[config.mk]
export PLATFORM = sky130hd
export DESIGN_NAME = dmem_port_arb
export DESIGN_NICKNAME = d
export VERILOG_FILES = /design/src/rtl/dmem_port_arb.sv
export SDC_FILE = /design/constraint.sdc
export NUM_CORES = 1
export LEC_CHECK = 0
export ABC_AREA = 1
export BUFFER_PORTS_ARGS = -buffer_cell sky130_fd_sc_hd__buf_2
export CAP_MARGIN = 25
export CORE_AREA = 5 5 119 121
export DETAILED_ROUTE_END_ITERATION = 16
export DIE_AREA = 0 0 124 126
export SLEW_MARGIN = 20
export SYNTH_ARGS = -nofsm -noshare
export SYNTH_HDL_FRONTEND = slang
export SYNTH_SLANG_ARGS = --single-unit
[constraint.sdc]
create_clock -name clk -period 3.1 [get_ports clk]
set_input_delay 0.62 -clock clk [delete_from_list [all_inputs] [get_ports clk]]
set_output_delay 0.62 -clock clk [all_outputs]
set_load 0.03 [all_outputs]
[src/rtl/dmem_port_arb.sv]
// Two-requester (LSU, TLB) arbiter onto one split-handshake data memory port,
// with an in-order response queue. Define DMEM_ARB_RR_EN for round-robin ties.
module dmem_port_arb #(
    parameter int GRLEN      = 32,
    parameter int OUTQ_DEPTH = 4
) (
    input  logic             clk,
    input  logic             rst,
    input  logic             change,
    input  logic             lsu_req,
    input  logic [GRLEN-1:0] lsu_addr,
    input  logic             lsu_wr,
    input  logic [3:0]       lsu_wstrb,
    input  logic [GRLEN-1:0] lsu_wdata,
    output logic             lsu_addr_ok,
    output logic             lsu_data_ok,
    output logic [GRLEN-1:0] lsu_rdata,
    input  logic             tlb_req,
    input  logic [GRLEN-1:0] tlb_addr,
    input  logic             tlb_wr,
    input  logic [3:0]       tlb_wstrb,
    input  logic [GRLEN-1:0] tlb_wdata,
    output logic             tlb_addr_ok,
    output logic             tlb_data_ok,
    output logic [GRLEN-1:0] tlb_rdata,
    output logic             data_req,
    output logic [GRLEN-1:0] data_addr,
    output logic             data_wr,
    output logic [3:0]       data_wstrb,
    output logic [GRLEN-1:0] data_wdata,
    input  logic             data_addr_ok,
    input  logic             data_data_ok,
    input  logic [GRLEN-1:0] data_rdata,
    output logic             arb_err
);
    localparam int PW = $clog2(OUTQ_DEPTH);
    localparam int CW = PW + 1;

    typedef enum logic [1:0] {IDLE = 2'd0, LOCK_LSU = 2'd1, LOCK_TLB = 2'd2} state_t;

    state_t          state, state_nxt;
    logic [CW-1:0]   count;
    logic [PW-1:0]   rptr, wptr;
    logic [OUTQ_DEPTH-1:0] q_tlb, q_kill;

    logic lsu_eff, blocked, sel_tlb, tie_tlb, hs, push, pop, q_empty;

    assign lsu_eff = lsu_req & ~change;
    assign blocked = (count == CW'(OUTQ_DEPTH));
    assign q_empty = (count == '0);
    assign hs      = data_req & data_addr_ok;
    assign push    = hs;
    assign pop     = data_data_ok & ~q_empty & ~rst;

`ifdef DMEM_ARB_RR_EN
    logic last_grant_tlb;
    always_ff @(posedge clk) begin
        if (rst)     last_grant_tlb <= 1'b1;
        else if (hs) last_grant_tlb <= sel_tlb;
    end
    assign tie_tlb = ~last_grant_tlb;
`else
    assign tie_tlb = 1'b1;
`endif

    always_ff @(posedge clk) begin
        if (rst) state <= IDLE;
        else     state <= state_nxt;
    end

    // A lock is held until the handshake completes or the owner withdraws.
    always_comb begin
        state_nxt = state;
        case (state)
            IDLE:     if (data_req && !data_addr_ok) state_nxt = sel_tlb ? LOCK_TLB : LOCK_LSU;
            LOCK_LSU: if (hs || !lsu_eff) state_nxt = IDLE;
            LOCK_TLB: if (hs || !tlb_req) state_nxt = IDLE;
            default:  state_nxt = IDLE;
        endcase
    end

    always_comb begin
        sel_tlb = 1'b0;
        case (state)
            LOCK_LSU: sel_tlb = 1'b0;
            LOCK_TLB: sel_tlb = 1'b1;
            default:  sel_tlb = (lsu_eff && tlb_req) ? tie_tlb : tlb_req;
        endcase
        data_req    = ~rst & ~blocked & (sel_tlb ? tlb_req : lsu_eff);
        data_addr   = sel_tlb ? tlb_addr  : lsu_addr;
        data_wr     = sel_tlb ? tlb_wr    : lsu_wr;
        data_wstrb  = sel_tlb ? tlb_wstrb : lsu_wstrb;
        data_wdata  = sel_tlb ? tlb_wdata : lsu_wdata;
        lsu_addr_ok = hs & ~sel_tlb;
        tlb_addr_ok = hs &  sel_tlb;
        tlb_data_ok = pop &  q_tlb[rptr];
        lsu_data_ok = pop & ~q_tlb[rptr] & ~q_kill[rptr];
    end

    assign lsu_rdata = data_rdata;
    assign tlb_rdata = data_rdata;

    // Flush marks queued LSU entries so their responses are swallowed in order.
    always_ff @(posedge clk) begin
        if (rst) begin
            count   <= '0;
            rptr    <= '0;
            wptr    <= '0;
            q_tlb   <= '0;
            q_kill  <= '0;
            arb_err <= 1'b0;
        end else begin
            for (int i = 0; i < OUTQ_DEPTH; i++)
                if (change && !q_tlb[i]) q_kill[i] <= 1'b1;
            if (push) begin
                q_tlb[wptr]  <= sel_tlb;
                q_kill[wptr] <= 1'b0;
                wptr         <= wptr + 1'b1;
            end
            if (pop) rptr <= rptr + 1'b1;
            count <= count + CW'(push) - CW'(pop);
            if (data_data_ok && q_empty) arb_err <= 1'b1;
        end
    end
endmodule
==> run_results.csv, run 1 <==
group,metric,value,unit
yosys,ys_dominant_reg_cell,"sky130_fd_sc_hd__dfxtp_1",
worst_setup_path,crit_top_cell,"sky130_fd_sc_hd__nand2_1",
final_layout,finalNonFillerCells,746,
yosys,synth_cell_types,28,
clocking,cts-resized-gates,0,
yosys,largest_family_of_logic_cells_by_synthesized_area,"simple AND/OR/NAND/NOR gates",
clocking,tritoncts,"yes",
grt,grt_use_total,0.1047,
yosys,synth_mux_area_frac,0,
worst_setup_path,category_of_the_worst_setup_path_launch_point,"flop",
drt,drc,0,
worst_setup_path,critPathSlowestCell,"sky130_fd_sc_hd__buf_4",
drt,drt_first_pass_iters,4,
clocking,cts.root.buffer_cell,"sky130_fd_sc_hd__clkbuf_16",
yosys,synth_edf_count,0,
worst_setup_path,timing.critical_path.to_type,"primary output",
yosys,synth-seq-cells,18,
floorplanning,die_height,126,µm
worst_setup_path,timing.setup.critical_path_class,"flop to primary output",
clocking,clk_pin_slew_worst_paths,0.05,ns
worst_hold_path,min_from,"arb_err$_SDFFE_PP0P_",
yosys,xor_xnor_share_of_the_synthesized_area,0.003712,
yosys,synth_cells,425,
worst_setup_path,crit_family,"buffers and inverters",
yosys,netlist_area,2360,µm²
final_layout,syn_to_final_growth,36.96,%
drt,drtAntennaViolNets,0,
grt,antenna_found_initial,0,
yosys,synth_compound_gate_area_share,0.06681,
yosys,yosysSeqAreaShare,0.1527,
worst_setup_path,timing.reg2reg.worst_path_depth,15,
timing,report.final.slew_viol_count,0,
clocking,cts_num_sinks,18,
yosys,area_share_of_fa_ha_maj_cells_after_synthesis,0.05620,
power_and_ir_drop,power.leakage,2.025,nW
worst_setup_path,reg2reg_from,"state[1]$_SDFFE_PP0P_",
worst_setup_path,cp_cell_sequence,"inv_1 > ha_1 > inv_1 > nand2_1 > nand2_2 > buf_4 > nand2_1 > nand2_1 > buf_2",
yosys,syn_avg_cell_area,5.552,µm²
place,post_dp_cell_area,3143,µm²
floorplanning,core-area,12980,µm²
worst_setup_path,worstPathMaxFanout,41,
grt,vias_in_the_first_global_route,2719,
yosys,synthesis.yosys.warnings,0,
yosys,postSynthNetCount,612,
power_and_ir_drop,p_comb_frac,0.864,
power_and_ir_drop,max-vdd-ir-drop,0.001035,V
floorplanning,start_util,0.1818,
floorplanning,io-pin-count,316,
worst_hold_path,timing.hold.worst_path_depth,2,
final_layout,finalNetCount,758,
power_and_ir_drop,cellPowerDensity,1401,nW/µm²
worst_setup_path,timing.critical_path.required,2.48,ns
final_layout,diodes,0,
timing,hold_violations,0,
run,max_cap_viol_count,0,
clocking,cts_made_buffers,3,
drt,via_count,2888,
timing,timing.slew.headroom,0.7203,
drt,detailedRoute.firstIterationViolations,121,
yosys,post-synth-top-area-cell,"sky130_fd_sc_hd__nand2_1",
power_and_ir_drop,clock_power_share,0.063,
place,place.detailed.hpwl,8010,µm
grt,grt_max_degree,74,
worst_hold_path,holdPathEnd,"arb_err$_SDFFE_PP0P_",
timing,grt_setup_unrepaired,"no",
yosys,synthArstFlopShare,0,
power_and_ir_drop,finalPower,0.004527,W
clocking,post_cts_buffers,0,
drt,via_per_inst,3.871,
drt,drt_wl_total,9518,µm
timing,setup_total_negative_slack,0,ns
clocking,cts.path.max_buffers,2,
run_status,outcome,"finished, final reports clean",
floorplanning,floorplan.rows,42,
clocking,worstSkewPairLatency,0.25,ns
place,gpl.final_weighted_congestion,0.7820,
timing,final-setup-viol-count,0,
final_layout,commonest_non_fill_non_tap_cell_in_the_layout,"sky130_fd_sc_hd__nand2_1",
yosys,synthDominantCellAreaShare,0.3627,
worst_setup_path,worstReg2RegEnd,"count[2]$_SDFF_PP0_",
grt,globalRoute.totalOverflow,0,
worst_setup_path,critPathBufInv,4,
power_and_ir_drop,seq_power_share,0.073,
worst_setup_path,cp-startpoint,"state[0]$_SDFFE_PP0P_",
final_layout,commonest_cells_after_routing_fill_and_taps_aside,"sky130_fd_sc_hd__nand2_1, sky130_fd_sc_hd__buf_2, sky130_fd_sc_hd__inv_1",
final_layout,postLayoutCellArea,3232,µm²
clocking,cts_hold_buffers,0,
worst_setup_path,timing.reg2reg.setup_slack,0.50,ns
worst_setup_path,critPathMaxStageDelay,0.38,ns
place,portBuffers,219,
timing,fin_crit_sh,0.8535,
floorplanning,design.die.area,15620,µm²
floorplanning,die-width,124,µm
clocking,htree_num_levels,1,
final_layout,drive_above_1_share,0.4193,
worst_hold_path,hold_removal_path_class,"flop to flop",
worst_setup_path,crit_arrival,2.03,ns
yosys,synth.top_cells.by_area,"sky130_fd_sc_hd__nand2_1, sky130_fd_sc_hd__buf_4, sky130_fd_sc_hd__dfxtp_1",
final_layout,layout.filler_cells,1493,
grt,grt_first_pass_wirelength,13300,µm
power_and_ir_drop,total_switching_power,0.003012,W
timing,skew,0.002297,ns
timing,max_freq,378.0,MHz
timing,max_slew.worst_pin.slew,0.4195,ns
yosys,synth_simple_gate_area_frac,0.4332,
drt,wl_per_cell,12.76,µm
power_and_ir_drop,power_switching_share,0.6655,
place,place_inst,742,
power_and_ir_drop,intPower,0.001514,W
timing,period_minus_slack,2.646,ns
final_layout,post_layout_util,0.2490,
-- per-stage QoR --
stage	hold slack, ns	setup slack [ns]
floorplan	0.4460	0.6776
global placement	0.4484	0.4397
detailed placement	0.4423	0.3825
CTS	0.4516	0.4557
global route	0.4819	0.2849
finish	0.4456	0.4542
-- power by group through the flow --
stage	logic [W]	clock network, W	registers (W)
3_3_place_gp	0.00394	0	0.000335
4_1_cts	0.00395	0.000291	0.000330
5_1_grt	0.00425	0.000299	0.000336
2_1_floorplan	0.00299	0	0.000333
3_5_place_dp	0.00394	0	0.000334
6_report	0.00391	0.000286	0.000331
-- worst reg2reg max path, cell delays in order (launching register included) --
cell	delay [ns]
sky130_fd_sc_hd__dfxtp_1	0.36
sky130_fd_sc_hd__inv_1	0.07
sky130_fd_sc_hd__ha_1	0.31
sky130_fd_sc_hd__inv_1	0.04
sky130_fd_sc_hd__nand2_1	0.07
sky130_fd_sc_hd__nand2_2	0.08
sky130_fd_sc_hd__nand2_2	0.11
sky130_fd_sc_hd__nand3_4	0.15
sky130_fd_sc_hd__ha_1	0.32
sky130_fd_sc_hd__inv_1	0.06
sky130_fd_sc_hd__ha_1	0.13
sky130_fd_sc_hd__inv_1	0.05
sky130_fd_sc_hd__fa_1	0.36
sky130_fd_sc_hd__xor2_1	0.16
sky130_fd_sc_hd__o21ai_0	0.17
sky130_fd_sc_hd__a21oi_1	0.06
-- area by class of cell --
type | count | area [µm²] | share of cell area
Timing Repair Buffer | 222 | 1131 | 0.3500
Tap cell | 176 | 220.2 | 0.06814
Multi-Input combinational cell | 299 | 1324 | 0.4096
Clock buffer | 4 | 88.84 | 0.02749
Inverter | 27 | 107.6 | 0.03329
Sequential cell | 18 | 360.3 | 0.1115
-- flip-flops by register name, indices dropped and copies added, names as in the netlist --
| signal | count |
|---|---|
| count | 3 |
| wptr | 2 |
| q_tlb | 4 |
| rptr | 2 |
| arb_err | 1 |
| state | 2 |
| q_kill | 4 |
-- Yosys cell counts (3+ instances only) --
library cell / instances
sky130_fd_sc_hd__a21oi_1: 14
sky130_fd_sc_hd__buf_2: 15
sky130_fd_sc_hd__buf_4: 64
sky130_fd_sc_hd__dfxtp_1: 18
sky130_fd_sc_hd__ha_1: 9
sky130_fd_sc_hd__inv_1: 22
sky130_fd_sc_hd__inv_2: 3
sky130_fd_sc_hd__nand2_1: 228
sky130_fd_sc_hd__nand2_2: 3
sky130_fd_sc_hd__nand3_1: 10
sky130_fd_sc_hd__nor2_1: 12
sky130_fd_sc_hd__o21ai_0: 8
sky130_fd_sc_hd__o21ai_1: 4
-- layer usage --
layer  vias to the layer above  share of wire  wire (µm)  GRT usage
met2                       152           0.50       4753     0.1963
met5                         -              0          0          0
met1                      1215           0.38       3630     0.1189
li1                       1512              -          -          -
met3                         9           0.11       1080    0.02960
met4                         0         0.0057         54    0.01418
-- how the worst max path moves through the flow --
stage / endpoint / cells past startpoint / slack (ns)
floorplan: count[2]$_SDFF_PP0_ / 14 / 0.68
global placement: count[2]$_SDFF_PP0_ / 13 / 0.44
detailed placement: count[2]$_SDFF_PP0_ / 13 / 0.38
CTS: data_addr[18] / 9 / 0.46
global route: count[2]$_SDFF_PP0_ / 14 / 0.28
finish: data_addr[20] / 9 / 0.45
-- cell families after synthesis --
| logic type | after synthesis |
|---|---|
| flops | 18 |
| simple gates | 259 |
| compound gates | 29 |
| xor+xnor | 1 |
| fa+ha+maj | 10 |
| buf+inv | 108 |
Note: power is estimated with default switching activity, not from simulation.
==> inputs of run 2 (changes only) <==
clock period = 2.5 ns   (was 3.1 ns; I/O delays follow)
==> run 2 against run 1 <==
- power grew 50%
- via count grew 3.7%
- critical endpoint is now data_wdata[1]
- global-route usage grew 1.5 points
- count of clock-buffer cells in the layout is the same
- flip-flop and latch count is the same
- highest routed layer unchanged
- wire length grew 15%
- cell count grew 1.6%
- hold slack gained 0.0036 ns
- worst setup slack lost 0.34 ns
- clock power grew 26%
==> run_results.csv, run 2 (same netlist as run 1, synthesis figures left out) <==
group,metric,value,unit
worst_setup_path,critPathMaxStageDelay,0.34,ns
timing,report.final.slew_viol_count,0,
drt,drc,0,
final_layout,commonest_non_fill_non_tap_cell_in_the_layout,"sky130_fd_sc_hd__nand2_1",
clocking,clk_pin_slew_worst_paths,0.06,ns
grt,grt_max_degree,38,
power_and_ir_drop,max-vdd-ir-drop,0.0005361,V
worst_setup_path,timing.critical_path.to_type,"primary output",
grt,globalRoute.totalOverflow,0,
final_layout,diodes,0,
timing,setup_total_negative_slack,0,ns
worst_setup_path,worstPathMaxFanout,16,
drt,drtAntennaViolNets,0,
clocking,cts.path.max_buffers,2,
drt,detailedRoute.firstIterationViolations,75,
floorplanning,core-area,12980,µm²
drt,via_count,2995,
floorplanning,die_height,126,µm
final_layout,largestRegisters,"q_kill: 4 flops, q_tlb: 4 flops, count: 3 flops",
power_and_ir_drop,power.leakage,2.172,nW
place,place_inst,746,
clocking,worstSkewPairLatency,0.25,ns
grt,grt_use_total,0.1198,
place,gpl.final_weighted_congestion,0.7850,
timing,grt_setup_unrepaired,"yes",
worst_hold_path,min_from,"arb_err$_SDFFE_PP0P_",
place,portBuffers,219,
timing,whs,0.4492,ns
drt,drt_wl_total,10960,µm
worst_setup_path,critPathBufInv,6,
worst_setup_path,timing.critical_path.required,2.00,ns
timing,max_slew.worst_pin.slew,0.2991,ns
drt,met3WireLength,1117,µm
worst_setup_path,category_of_the_worst_setup_path_launch_point,"flop",
final_layout,syn_to_final_growth,51.38,%
timing,max_freq,418.5,MHz
drt,drt_first_pass_iters,4,
worst_setup_path,crit_family,"buffers and inverters",
worst_setup_path,cp-startpoint,"state[1]$_SDFFE_PP0P_",
timing,period_minus_slack,2.390,ns
worst_hold_path,hold_removal_path_class,"flop to flop",
power_and_ir_drop,cellPowerDensity,1903,nW/µm²
floorplanning,io-pin-count,316,
grt,antenna_found_initial,0,
worst_setup_path,crit_arrival,1.89,ns
worst_setup_path,cp_cell_sequence,"inv_1 > ha_4 > inv_1 > nand2_2 > nand2_4 > buf_12 > inv_8 > buf_12 > nand2_1 > nand2_1 > buf_2",
grt,grt_first_pass_wirelength,14800,µm
timing,timing.slew.headroom,0.7992,
clocking,cts_num_sinks,18,
floorplanning,design.die.area,15620,µm²
timing,skew,0.003471,ns
drt,wl_per_cell,14.46,µm
drt,topRoutingLayerUsed,"met4",
final_layout,commonest_cells_after_routing_fill_and_taps_aside,"sky130_fd_sc_hd__nand2_1, sky130_fd_sc_hd__buf_2, sky130_fd_sc_hd__buf_4",
place,place.detailed.hpwl,8000,µm
drt,met1Wirelength,4253,µm
run,max_cap_viol_count,0,
worst_setup_path,reg2reg_from,"state[1]$_SDFFE_PP0P_",
floorplanning,die-width,124,µm
floorplanning,start_util,0.1818,
clocking,cts.root.buffer_cell,"sky130_fd_sc_hd__clkbuf_16",
timing,fin_crit_sh,0.9559,
clocking,cts_made_buffers,3,
final_layout,drive_above_1_share,0.4416,
final_layout,finalNonFillerCells,758,
clocking,htree_num_levels,1,
drt,via_per_inst,3.951,
floorplanning,floorplan.rows,42,
worst_setup_path,timing.setup.critical_path_class,"flop to primary output",
grt,vias_in_the_first_global_route,2794,
clocking,tritoncts,"yes",
final_layout,finalNetCount,770,
drt,met2_wirelength,5525,µm
worst_setup_path,critPathSlowestCell,"sky130_fd_sc_hd__dfxtp_2",
timing,final-setup-viol-count,0,
timing,hold_violations,0,
run_status,outcome,"finished, final reports clean",
-- run 2: cell type report --
class	count	area (µm²)
Clock buffer	4	88.84
Fill cell	1474	9408
Sequential cell	18	362.8
Timing Repair Buffer	234	1434
Tap cell	176	220.2
Inverter	27	115.1
Multi-Input combinational cell	299	1351
-- run 2: per-layer routing --
metal,vias to the layer above,GRT usage
met5,-,0
met4,0,0.01546
met3,9,0.03004
met2,167,0.2208
met1,1279,0.1417
li1,1540,-
-- run 2: final timing paths --
path                                             end  slack, ns  depth (start not counted)
worst min-delay path            arb_err$_SDFFE_PP0P_       0.45                          2
worst min register to register  arb_err$_SDFFE_PP0P_       0.45                          2
worst max-delay path                   data_wdata[1]       0.11                         11
worst max register to register   count[2]$_SDFF_PP0_       0.16                         15
-- run 2: through the flow --
step | instance area [µm²] | total power [W] | util | setup slack (ns)
finish | 3572 | 0.006796 | 0.2752 | 0.1103
detailed placement | 3198 | 0.005423 | 0.2464 | 0.04111
global route | 3572 | 0.007318 | 0.2752 | -0.01556
global placement | 3198 | 0.005397 | 0.2464 | 0.07076
floorplan | 2360 | 0.004122 | - | 0.07756
CTS | 3465 | 0.006562 | 0.2669 | -0.03254
-- run 2: tightest hold or removal path: cells and delay by family (launching register included) --
kind            cells  cell delay, ns
compound gates      1            0.05
flops               1            0.31
buf+inv             1            0.04
-- run 2: repair_timing --
item,4_1_cts,5_1_grt
buffers inserted,3,0
endpoints found under the setup margin,70,72
cloned,3,2
hold buffers,0,0
resized for setup,23,26
pin swaps,1,0
-- run 2: report_power, final --
part	internal, W	switching [W]	total, W	leakage [nW]
Sequential	0.000359	0.0000573	0.000416	0.149
Clock	0.000244	0.000117	0.000361	0.0442
Combinational	0.00210	0.00392	0.00602	1.98
==> inputs of run 3 (changes only) <==
--- a/constraint.sdc
+++ b/constraint.sdc
@@ -3,2 +3,2 @@
 set_output_delay 0.5 -clock clk [all_outputs]
-set_load 0.03 [all_outputs]
+set_load 0.01 [all_outputs]
==> run 3 against run 2 <==
- sequential power is essentially flat
- maximum frequency increased by 0.53%
- flip-flop and latch count stayed put
- cell count down 0.40%
- die area did not move
- largest cell class is now multi-input combinational cells
- largest power group unchanged
- hold slack lost 0.00095 ns
- sequential share of layout area rose by 0.44 points
- first-iteration DRC count down 1.3%
- power shrank 27%
- design area down 4.1%
- global-route usage is 0.067 points lower
==> run_results.csv, run 3 (same netlist as run 1, synthesis figures left out) <==
group,metric,value,unit
floorplanning,die_height,126,µm
grt,vias_in_the_first_global_route,2725,
final_layout,largestRegisters,"q_kill: 4 flops, q_tlb: 4 flops, count: 3 flops",
clocking,clk_pin_slew_worst_paths,0.05,ns
final_layout,finalNonFillerCells,755,
timing,hold_violations,0,
timing,timing.slew.headroom,0.8172,
clocking,cts.path.max_buffers,2,
grt,grt_use_total,0.1191,
worst_hold_path,timing.hold.worst_path_depth,2,
power_and_ir_drop,cellPowerDensity,1458,nW/µm²
worst_setup_path,timing.critical_path.to_type,"primary output",
worst_setup_path,critPathBufInv,5,
worst_hold_path,hold_removal_path_class,"flop to flop",
clocking,worstSkewPairLatency,0.25,ns
final_layout,finalNetCount,767,
floorplanning,design.die.area,15620,µm²
final_layout,commonest_non_fill_non_tap_cell_in_the_layout,"sky130_fd_sc_hd__nand2_1",
floorplanning,floorplan.rows,42,
worst_setup_path,crit_family,"buffers and inverters",
drt,drt_first_pass_iters,4,
final_layout,drive_above_1_share,0.4370,
worst_setup_path,critical_path_cell_count,10,
place,portBuffers,219,
place,place.detailed.hpwl,8017,µm
worst_setup_path,cp_cell_sequence,"inv_1 > ha_4 > inv_1 > nand2_1 > nand2_4 > buf_4 > bufbuf_16 > nand2_1 > nand2_1 > buf_2",
worst_setup_path,timing.critical_path.required,2.00,ns
drt,via_count,2925,
timing,fin_crit_sh,0.9509,
clocking,cts.root.buffer_cell,"sky130_fd_sc_hd__clkbuf_16",
timing,final-setup-viol-count,0,
clocking,cts_num_sinks,18,
place,gpl.final_weighted_congestion,0.8009,
place,place_inst,745,
power_and_ir_drop,max-vdd-ir-drop,0.0004913,V
clocking,htree_num_levels,1,
worst_setup_path,category_of_the_worst_setup_path_launch_point,"flop",
power_and_ir_drop,power.leakage,2.120,nW
worst_setup_path,timing.setup.critical_path_class,"flop to primary output",
run_status,outcome,"finished, final reports clean",
final_layout,commonest_cells_after_routing_fill_and_taps_aside,"sky130_fd_sc_hd__nand2_1, sky130_fd_sc_hd__buf_2, sky130_fd_sc_hd__inv_1",
final_layout,diodes,0,
grt,globalRoute.totalOverflow,0,
final_layout,seqCellArea,362.8,µm²
final_layout,post_layout_util,0.2638,
worst_setup_path,timing.reg2reg.worst_path_depth,15,
drt,wl_per_cell,13.91,µm
grt,grt_max_degree,38,
run,max_cap_viol_count,0,
clocking,cts_made_buffers,3,
floorplanning,die-width,124,µm
timing,period_minus_slack,2.377,ns
grt,grt_first_pass_wirelength,14750,µm
drt,drt_wl_total,10500,µm
drt,drtAntennaViolNets,0,
timing,max_slew.worst_pin.slew,0.2724,ns
timing,skew,0.002867,ns
worst_setup_path,worstPathMaxFanout,37,
clocking,cts_hold_buffers,0,
floorplanning,start_util,0.1818,
worst_setup_path,critPathMaxStageDelay,0.33,ns
floorplanning,io-pin-count,316,
final_layout,syn_to_final_growth,45.12,%
clocking,tritoncts,"yes",
drt,detailedRoute.firstIterationViolations,74,
worst_setup_path,critPathSlowestCell,"sky130_fd_sc_hd__dfxtp_2",
drt,drc,0,
final_layout,multi_input_comb_area,1349,µm²
worst_setup_path,crit_arrival,1.88,ns
power_and_ir_drop,finalPower,0.004992,W
final_layout,layout.filler_cells,1477,
timing,whs,0.4483,ns
floorplanning,core-area,12980,µm²
timing,report.final.slew_viol_count,0,
drt,via_per_inst,3.874,
worst_setup_path,crit_top_cell,"sky130_fd_sc_hd__nand2_1",
timing,max_freq,420.7,MHz
grt,antenna_found_initial,0,
[run 3: cell count changes in the layout (fill, tap and decap cells not counted)]
cell                        delta
sky130_fd_sc_hd__nand2_1       +1
sky130_fd_sc_hd__nand2_2       -1
sky130_fd_sc_hd__clkbuf_4     -10
sky130_fd_sc_hd__clkbuf_16     -2
sky130_fd_sc_hd__inv_8         -1
sky130_fd_sc_hd__inv_4         +1
sky130_fd_sc_hd__buf_4        -24
sky130_fd_sc_hd__buf_2        +33
[run 3: where the power goes]
| part | internal (W) | switching [W] | total (W) |
|---|---|---|---|
| clock network | 0.000243 | 0.000111 | 0.000355 |
| logic | 0.00175 | 0.00247 | 0.00422 |
| registers | 0.000359 | 0.0000548 | 0.000414 |
| total | 0.00235 | 0.00264 | 0.00499 |
[run 3: what timing repair did]
action                     CTS  global route
gates resized for setup      4             6
pin swaps                    0             1
buffers inserted             2             1
cloned                       3             0
setup endpoints to repair   70            66
[run 3: through the flow]
stage / setup slack, ns / instance area, µm² / TNS (ns)
3_5_place_dp: 0.03934 / 3191 / 0
2_1_floorplan: 0.07756 / 2360 / 0
4_1_cts: 0.01629 / 3400 / 0
3_3_place_gp: 0.06076 / 3191 / 0
5_1_grt: -0.01214 / 3425 / -0.01214
6_report: 0.1229 / 3425 / 0
[run 3: metal layers]
layer	routed length, µm	vias to the layer above	track usage	share of wire
met5	0	-	0	0
met4	68	0	0.01804	0.0065
met3	1054	9	0.02915	0.10
met2	5204	150	0.2154	0.50
met1	4176	1233	0.1438	0.40
li1	-	1533	-	-
[run 3: final timing paths]
path,slack (ns),end,startpoint
min reg2reg,0.45,arb_err$_SDFFE_PP0P_,arb_err$_SDFFE_PP0P_
min,0.45,arb_err$_SDFFE_PP0P_,arb_err$_SDFFE_PP0P_
max reg2reg,0.17,count[2]$_SDFF_PP0_,state[1]$_SDFFE_PP0P_
max,0.12,data_wdata[14],state[1]$_SDFFE_PP0P_
[run 3: worst register-to-register path, delay by kind of cell (launching register included)]
kind            cells  cell delay [ns]
compound gates      2             0.17
xor+xnor            1             0.15
fa+ha+maj           4             1.03
buf+inv             4             0.21
flops               1             0.33
simple gates        4             0.32
[run 3: layout make-up]
cell class | instances | area share
inverter | 27 | 0.03215
timing repair buffer | 231 | 0.3778
clock buffer | 4 | 0.02594
tap | 176 | 0.06430
multi-input combinational | 299 | 0.3939
sequential | 18 | 0.1060
